### config.mk
export PLATFORM = sky130hd
export DESIGN_NAME = regfile_param
export DESIGN_NICKNAME = d
export VERILOG_FILES = /design/src/rtl/regfile_param.sv
export SDC_FILE = /design/constraint.sdc
export NUM_CORES = 2
export LEC_CHECK = 0
export BUFFER_PORTS_ARGS = -buffer_cell sky130_fd_sc_hd__clkbuf_2
export CELL_PAD_IN_SITES_DETAIL_PLACEMENT = 1
export CELL_PAD_IN_SITES_GLOBAL_PLACEMENT = 1
export CORE_AREA = 2 2 434 436
export DETAILED_ROUTE_END_ITERATION = 8
export DIE_AREA = 0 0 436 438
export HOLD_SLACK_MARGIN = 0.1
export PLACE_DENSITY_LB_ADDON = 0.12
export SETUP_SLACK_MARGIN = 0.5
export SLEW_MARGIN = 5
export SYNTH_ARGS = -nofsm -noshare
export SYNTH_HDL_FRONTEND = slang
export SYNTH_SLANG_ARGS = --single-unit
### constraint.sdc
create_clock -name clk -period 5.5 [get_ports clk]
set_input_delay 1.1 -clock clk [delete_from_list [all_inputs] [get_ports clk]]
set_output_delay 1.1 -clock clk [all_outputs]
set_load 0.005 [all_outputs]
### src/rtl/regfile_param.sv
// ----------------------------------------------------------------------------
// regfile_param
//   Parametrised register file for the decode stage. Multiple independent
//   combinational read ports, one synchronous write port, optional same-cycle
//   write-to-read bypass, and a hard-wired zero register. A built-in
//   sequencer loads rf[i] = i after reset, or on request while running.
//
// Ports
//   clk       clock, all state updates on posedge
//   reset_n   asynchronous active-low reset (state=INIT, idx=0, ready=0)
//   we        write enable (honoured only while ready)
//   wa        write address
//   wd        write data
//   ra        packed read addresses, port k = ra[k*AW +: AW]
//   rd        packed read data,      port k = rd[k*N  +: N]
//   init_req  request re-initialisation (sampled only while running)
//   ready     registered, 1 while the file is in normal operation
// ----------------------------------------------------------------------------
module regfile_param #(
    parameter int N        = 64,
    parameter int NREG     = 32,
    parameter int NRD      = 2,
    parameter int ZERO_REG = 31,
    parameter int BYPASS   = 1
) (
    input  logic                            clk,
    input  logic                            reset_n,
    input  logic                            we,
    input  logic [$clog2(NREG)-1:0]         wa,
    input  logic [N-1:0]                    wd,
    input  logic [NRD*$clog2(NREG)-1:0]     ra,
    output logic [NRD*N-1:0]                rd,
    input  logic                            init_req,
    output logic                            ready
);

    localparam int AW = $clog2(NREG);

    // idx is one bit wider than an address so NREG itself is representable
    localparam logic [AW:0]   NREG_L   = (AW+1)'(NREG);
    localparam logic [AW:0]   LAST_IDX = (AW+1)'(NREG - 1);
    localparam logic [AW-1:0] ZERO_L   = AW'(ZERO_REG);

    typedef enum logic {
        ST_INIT = 1'b0,
        ST_RUN  = 1'b1
    } state_e;

    state_e          state_q, state_d;
    logic [AW:0]     idx_q, idx_d;
    logic            ready_q, ready_d;
    logic [N-1:0]    rf_q [NREG];

    logic            rf_we_s;
    logic [AW-1:0]   rf_wa_s;
    logic [N-1:0]    rf_wd_s;
    logic [NRD*N-1:0] rd_s;

    // Next-state, sequencer index and the single shared array write port
    always_comb begin
        state_d = state_q;
        idx_d   = idx_q;
        rf_we_s = 1'b0;
        rf_wa_s = wa;
        rf_wd_s = wd;
        case (state_q)
            ST_INIT: begin
                // Sequencer owns the write port; external we is ignored here
                rf_we_s = reset_n;
                rf_wa_s = idx_q[AW-1:0];
                if (idx_q[AW-1:0] == ZERO_L) begin
                    rf_wd_s = '0;
                end else begin
                    rf_wd_s = N'(idx_q);
                end
                idx_d = idx_q + (AW+1)'(1);
                if (idx_q == LAST_IDX) begin
                    state_d = ST_RUN;
                end else begin
                    state_d = ST_INIT;
                end
            end
            ST_RUN: begin
                if (init_req) begin
                    // Re-initialisation wins over a write in the same cycle
                    state_d = ST_INIT;
                    idx_d   = '0;
                end else if (we && (wa != ZERO_L) && ({1'b0, wa} < NREG_L)) begin
                    rf_we_s = reset_n;
                end else begin
                    rf_we_s = 1'b0;
                end
            end
            default: begin
                state_d = ST_INIT;
                idx_d   = '0;
            end
        endcase
        ready_d = (state_d == ST_RUN);
    end

    // Control state registers with asynchronous reset
    always_ff @(posedge clk or negedge reset_n) begin
        if (!reset_n) begin
            state_q <= ST_INIT;
            idx_q   <= '0;
            ready_q <= 1'b0;
        end else begin
            state_q <= state_d;
            idx_q   <= idx_d;
            ready_q <= ready_d;
        end
    end

    // Register array: contents are not reset, the sequencer loads them
    always_ff @(posedge clk) begin
        if (rf_we_s) begin
            rf_q[rf_wa_s] <= rf_wd_s;
        end
    end

    // Combinational read ports, each decoded independently
    always_comb begin
        rd_s = '0;
        for (int k = 0; k < NRD; k++) begin
            if (!ready_q) begin
                rd_s[k*N +: N] = '0;
            end else if ((ra[k*AW +: AW] == ZERO_L) ||
                         ({1'b0, ra[k*AW +: AW]} >= NREG_L)) begin
                rd_s[k*N +: N] = '0;
            end else if ((BYPASS != 0) && we && (wa == ra[k*AW +: AW])) begin
                rd_s[k*N +: N] = wd;
            end else begin
                rd_s[k*N +: N] = rf_q[ra[k*AW +: AW]];
            end
        end
    end

    assign rd    = rd_s;
    assign ready = ready_q;

endmodule

[Word level (Yosys, flattened, before mapping)]
Memory sizes are Yosys's and may differ from the RTL's.
Index checks and enable logic that the tools add are counted.
Operators by class
  add/sub/neg operators: 1
  reduce and logical (&&, ||, !) cells: 3
  mux-type cells: 19
  bitwise gates (word level): 1
  eq/ne operators: 8
Operators with widths (count)
  $mux 64: 7
  $eq 5x5->1 const B: 3
  $mux 6: 2
  $pmux 6 s2: 1
  $eq 5x5->1: 2
  $add 6x1->6 const B: 1
  $eq 6x5->1 const B: 1
  $mux 1: 6
  $mux 5: 1
  $ne 5x5->1 const B: 1
  $pmux 1 s2: 2
  $logic_and 1x1->1: 3
  $ne 2x2->1 const B: 1
  $not 1->1: 1
Word-level totals
  logic and storage cells: 35
  register bits after elaboration: 7
  output and inout port bits: 129
  bits in writable memories: 2048
  input bits: 83
  memories: 1
Memory list
  rf_q: words 32, width 64, read ports 2, clocked after Yosys merged registers in 0, wr ports 1, line 52  | logic [N-1:0] rf_q [NREG];

[Logic depth before layout (Yosys ltp)]
  depth in word-level cells: 7
  mapped depth: 10
  mapped depth without buffers: 6

[Worst setup path after synthesis]
No wires, ideal clock.
  path type: input port to flip-flop
  start: input wa[4]
  end: memory rf_q[28][0] (enable)
  setup slack: 393 ps
  arrival: 4621 ps
  library setup time: 486 ps
  required time: 5014 ps
  stages on the path: 6
  path through: clkbuf_1 and4_1 o31ai_1 and2_1 nand2_1 nor2_1
On the way
  longest elaborated chain between the ends: 7
  elaborated cells on any way between the ends: 8
RTL lines
  from (decl): line 29  | input logic [$clog2(NREG)-1:0] wa,
  $ne 5x5->1: line 88  | end else if (we && (wa != ZERO_L) && ({1'b0, wa} < NREG_L)) begin
  $logic_and 1x1->1: line 88
  $mux 1: line 88
  $mux 1: line 84  | if (init_req) begin
  $pmux 1 s2: line 66  | case (state_q)
  $mux 1: line 117  | if (rf_we_s) begin
  $mux 1 (not written as such): line 118  | rf_q[rf_wa_s] <= rf_wd_s;
  to (decl): line 52
Several ways; a longest one is shown, not always the timed one.

[Final worst setup path]
  start: input ra[3]
  end: output rd[20]
On the way
  longest elaborated chain between the ends: 5
  elaborated cells on any way between the ends: 7
RTL lines
  from (decl): line 31  | input logic [NRD*$clog2(NREG)-1:0] ra,
  parallel branches: the longest is 3 deep, another holds $mem_v2 32x64
  $mux 64 *: line 128  | end else if ((ra[k*AW +: AW] == ZERO_L) ||
  $mux 64 *: line 126  | if (!ready_q) begin
  to (decl): line 32  | output logic [NRD*N-1:0] rd,
Every way passes the cells marked *.

==> results.md <==
- The flow ran to the end, and the final reports show no timing, DRC or antenna violations.
- The TritonCTS clock tree is yes.
- The final net count is between 4,000 and 5,000.
- STA classifies the critical path startpoint as an input port.
- Synthesis inferred just over 2,000 register bits.
- The y dimension of the die is between 400 and 500 um.
- Headroom to the max-slew limit came out at 15.7%.
- In the global route stage, overall resource usage came out at a little under a third.
- The routed wire length is just over 300,000 um.
- In the final routed layout, each cell accounts on average for ~40 um.
- In this run the register-to-register setup slack is between 1 and 1.5 ns.
- The floorplan has 159 rows.
- After detailed routing, the number of remaining DRC violations is 0.
- The areal power density over the cells is 358 mW/mm2.
- IR analysis of the VDD net gives a maximum drop of 0.316 mV.
- By instance count, the leading cell after synthesis is sky130_fd_sc_hd__edfxtp_1.
- The gate count of the mapped netlist is 4,577.
- The most used flip-flop cell after synthesis is sky130_fd_sc_hd__edfxtp_1.
- Across the run, the number of max-cap violations was 0.
- At the end of routability-driven placement, the weighted congestion stood at 0.788.
- The number of setup violations in the final report is 0.
- The post-route netlist has 41.2% of its cells at a drive strength greater than 1.
- Clock-pin slew was measured on the worst setup and hold paths at 0.06 ns.
- At the pin with the least slew margin, the transition time is 1.26 ns.
- The tree built by TritonCTS fans out to 2,055 sinks.
- The top cell type by area accounts for a little under two thirds of the synthesized area.
- The nature of the critical path endpoint is a primary output.
- The die covers between 0.15 and 0.2 mm2.
- The H-tree was split into 4 levels.
- The effective utilization at floorplan is between 50% and 60%.
- Adding up every negative setup slack in the final design gives 0 ns.
- The post-route non-filler standard cell count is ~7,600.
- After floorplanning, the core was sized to cover between 0.15 and 0.2 mm2.
- Once detailed placement completed, the half-perimeter wirelength came to approximately 170,000 um.
- The DRC marker count from the first detailed-route iteration is 7,278.
- The die width is approximately 440 um.
- For the worst-skew pair, the clock arrives at the later sink with an insertion delay of ~0.88 ns.
- The cell with the largest stage delay on the worst path is sky130_fd_sc_hd__and2_4.
- Sequential cells were found to cover between 60% and 70% of the synthesized design area.
- For this run, the top clock speed supported by timing is 198 MHz.
- The delay contributed by the slowest stage of the critical path is around 0.6 ns.
- In this run, distinct cell masters in the synthesized netlist total 53.
- The vias after detailed routing is between 50,000 and 60,000.
- The total grt overflow is 0.
- The routed design could run at a clock period as short as approximately 5.0 ns.
- The number of global-route vias before repair is about 57,000.
- The number of buffers inserted during clock tree synthesis is around 220.
- The buffer type at the clock tree root is sky130_fd_sc_hd__clkbuf_16.
- In this run the mean area of a mapped cell was around 21 um2.
- Between clock sinks in the finished design, the worst skew comes to around 0.026 ns.
- The initial antenna violation count is 5.
- The critical path is of the in -> out type.
- Of the available clock period, the critical path in the final layout requires between 90% and 100%.
- The worst hold margin is 0.547 ns.
- In this run the cell area of the synthesized design comes to between 0.09 and 0.1 mm2.
- Including well taps, the total number of placed cells is 7,162.
- Data arrives at the worst endpoint at 3.94 ns.
- The clock passes through at most 3 buffers.
- Of all nets on the critical path, the largest fanout is 31.
- Grouping stages by cell kind, the critical path spends the most delay in simple AND/OR/NAND/NOR gates.
- The count of buffers added on input and output ports is about 210.
- The tightest min-delay check is of the reg -> reg type.
- Using the TritonRoute via totals, the vias-per-cell ratio works out to 7.10.
- The first detailed-routing pass ran for 5 iterations.
- In the post-synthesis netlist, the biggest area contributors are sky130_fd_sc_hd__edfxtp_1 64%, sky130_fd_sc_hd__mux4_2 27%, sky130_fd_sc_hd__mux2_2 1.5%.
- The signal on the critical path passes through buf_6, xnor2_1, nand4_1, nor2_4, and2_4, buf_4, a32o_1, clkbuf_2.
- The count of final max-slew check failures is 0.
- The library cell with the largest summed area after synthesis is sky130_fd_sc_hd__edfxtp_1.
- The share of async-settable or async-resettable flops after synthesis is less than 1%.
- By count the netlist is led by 2,048 x sky130_fd_sc_hd__edfxtp_1, 1,138 x sky130_fd_sc_hd__mux4_2, 205 x sky130_fd_sc_hd__clkbuf_1.
- For this design the static power due to leakage is roughly 0.035 uW.
- The buffer and inverter count on the worst path is 3.
- The total of warnings raised by yosys is 0.
- The largest net degree at the start of global routing is around 90.
- The number of I/O pins is about 210.
- Setup repair after global routing left no endpoint under its margin.
- The count of endpoints failing hold in the final timing report is 0.
- The first global-routing pass estimated roughly 430,000 um of wire.
- Compared with the post-synthesis result, the final layout area differs by 13.4%.
- The number of nets in the synthesized netlist is 4,663.
- The number of antenna-violating nets in the routed design is 0.
- For the worst setup path, the data required time is 4.40 ns.
- Yosys mapped a number of flops with a built-in enable equal to 2,048.
cells in the final DEF, fill, tap and decap left out, types with 61 or more instances in the layout:
cell / synthesis / layout
sky130_fd_sc_hd__buf_4: 16 / 170
sky130_fd_sc_hd__and2_1: 121 / 120
sky130_fd_sc_hd__clkbuf_2: 1 / 202
sky130_fd_sc_hd__a32o_1: 62 / 62
sky130_fd_sc_hd__a21oi_1: 61 / 61
sky130_fd_sc_hd__nand2_1: 96 / 94
sky130_fd_sc_hd__buf_12: 0 / 88
sky130_fd_sc_hd__clkbuf_16: 0 / 219
sky130_fd_sc_hd__o22ai_1: 69 / 69
sky130_fd_sc_hd__nor2_1: 106 / 72
sky130_fd_sc_hd__mux2_2: 127 / 127
sky130_fd_sc_hd__edfxtp_1: 2048 / 2048
sky130_fd_sc_hd__mux2i_1: 79 / 79
sky130_fd_sc_hd__mux4_2: 1138 / 1138
sky130_fd_sc_hd__o31ai_1: 66 / 66
cells by family after synthesis:
kind of cell,share of synthesized area [%]
AOI/OAI and AO/OA,2.77
DFF,64.1
and+or+nand+nor,2.12
muxes,29.0
adders and majority gates,0.0390
xor gates and xnor gates,0.100
buffers and inverters,1.81
report_power, final:
| group | switching, uW | leakage, uW | internal [uW] | total [uW] |
|---|---|---|---|---|
| Sequential | 412 | 0.0190 | 18700 | 19100 |
| Combinational | 3430 | 0.0124 | 2080 | 5500 |
| Clock | 6240 | 0.00337 | 8190 | 14400 |
| Total | 10100 | 0.0348 | 29000 | 39100 |
registers in the layout, indices dropped and copies added, names as in the netlist:
name,count
rf_q,2048
idx_q,6
ready,1
final timing paths:
kind / to / start / cells past startpoint
setup / recovery: rd[20] / ra[3] / 8
hold / removal: idx_q[5] / idx_q[5] / 1
setup reg to reg: rf_q[14][13] / ready / 7
hold reg to reg: idx_q[5] / idx_q[5] / 1
max in group asynchronous: ready / reset_n / 2
min in group asynchronous: idx_q[4] / reset_n / 2
per-layer routing:
layer / vias up / track usage [%] / routed length, um
met4: 2 / 13.9 / 14200
met1: 29400 / 42.4 / 113000
li1: 20700 / - / -
met2: 2948 / 52.9 / 151000
met5: - / 0 / 8
met3: 675 / 4.77 / 23700
final cells by class:
type | instances | area [um2]
Inverter | 9 | 46.3
Tap cell | 2495 | 3120
Timing Repair Buffer | 470 | 4190
Fill cell | 15600 | 77500
Antenna cell | 6 | 15.0
Clock buffer | 267 | 5660
Clock inverter | 133 | 1260
Multi-Input combinational cell | 2138 | 33100
Sequential cell | 2055 | 61700
stage by stage:
| step | utilization [%] | setup WS (ns) | power, uW | cell area [um2] |
|---|---|---|---|---|
| CTS | 58.4 | 0.523 | 39200 | 109000 |
| finish | 58.4 | 0.455 | 39100 | 109000 |
| global route | 58.4 | 0.545 | 40100 | 109000 |
| floorplan | - | 0.393 | 22500 | 96200 |
| global placement | 54.7 | 0.688 | 24700 | 102000 |
| detailed placement | 54.7 | 0.599 | 24900 | 102000 |
worst reg2reg max path, cell delays in order, from the launching register on:
cell                       delay, ns
sky130_fd_sc_hd__dfrtp_4        0.65
sky130_fd_sc_hd__buf_4          0.80
sky130_fd_sc_hd__nand3b_1       0.23
sky130_fd_sc_hd__o31ai_1        0.29
sky130_fd_sc_hd__and2_1         0.26
sky130_fd_sc_hd__nand2_1        0.27
sky130_fd_sc_hd__nor2_4         0.84
sky130_fd_sc_hd__buf_4          0.61
repair_timing:
item                                    in CTS  in global routing
buffers inserted                             3                  0
hold buffers                                 1                  0
endpoints found under the setup margin       2                  0
hold endpoints to repair                     7                  0
resized for setup                            4                  0
No activity file was read; power rests on OpenSTA's default activity.
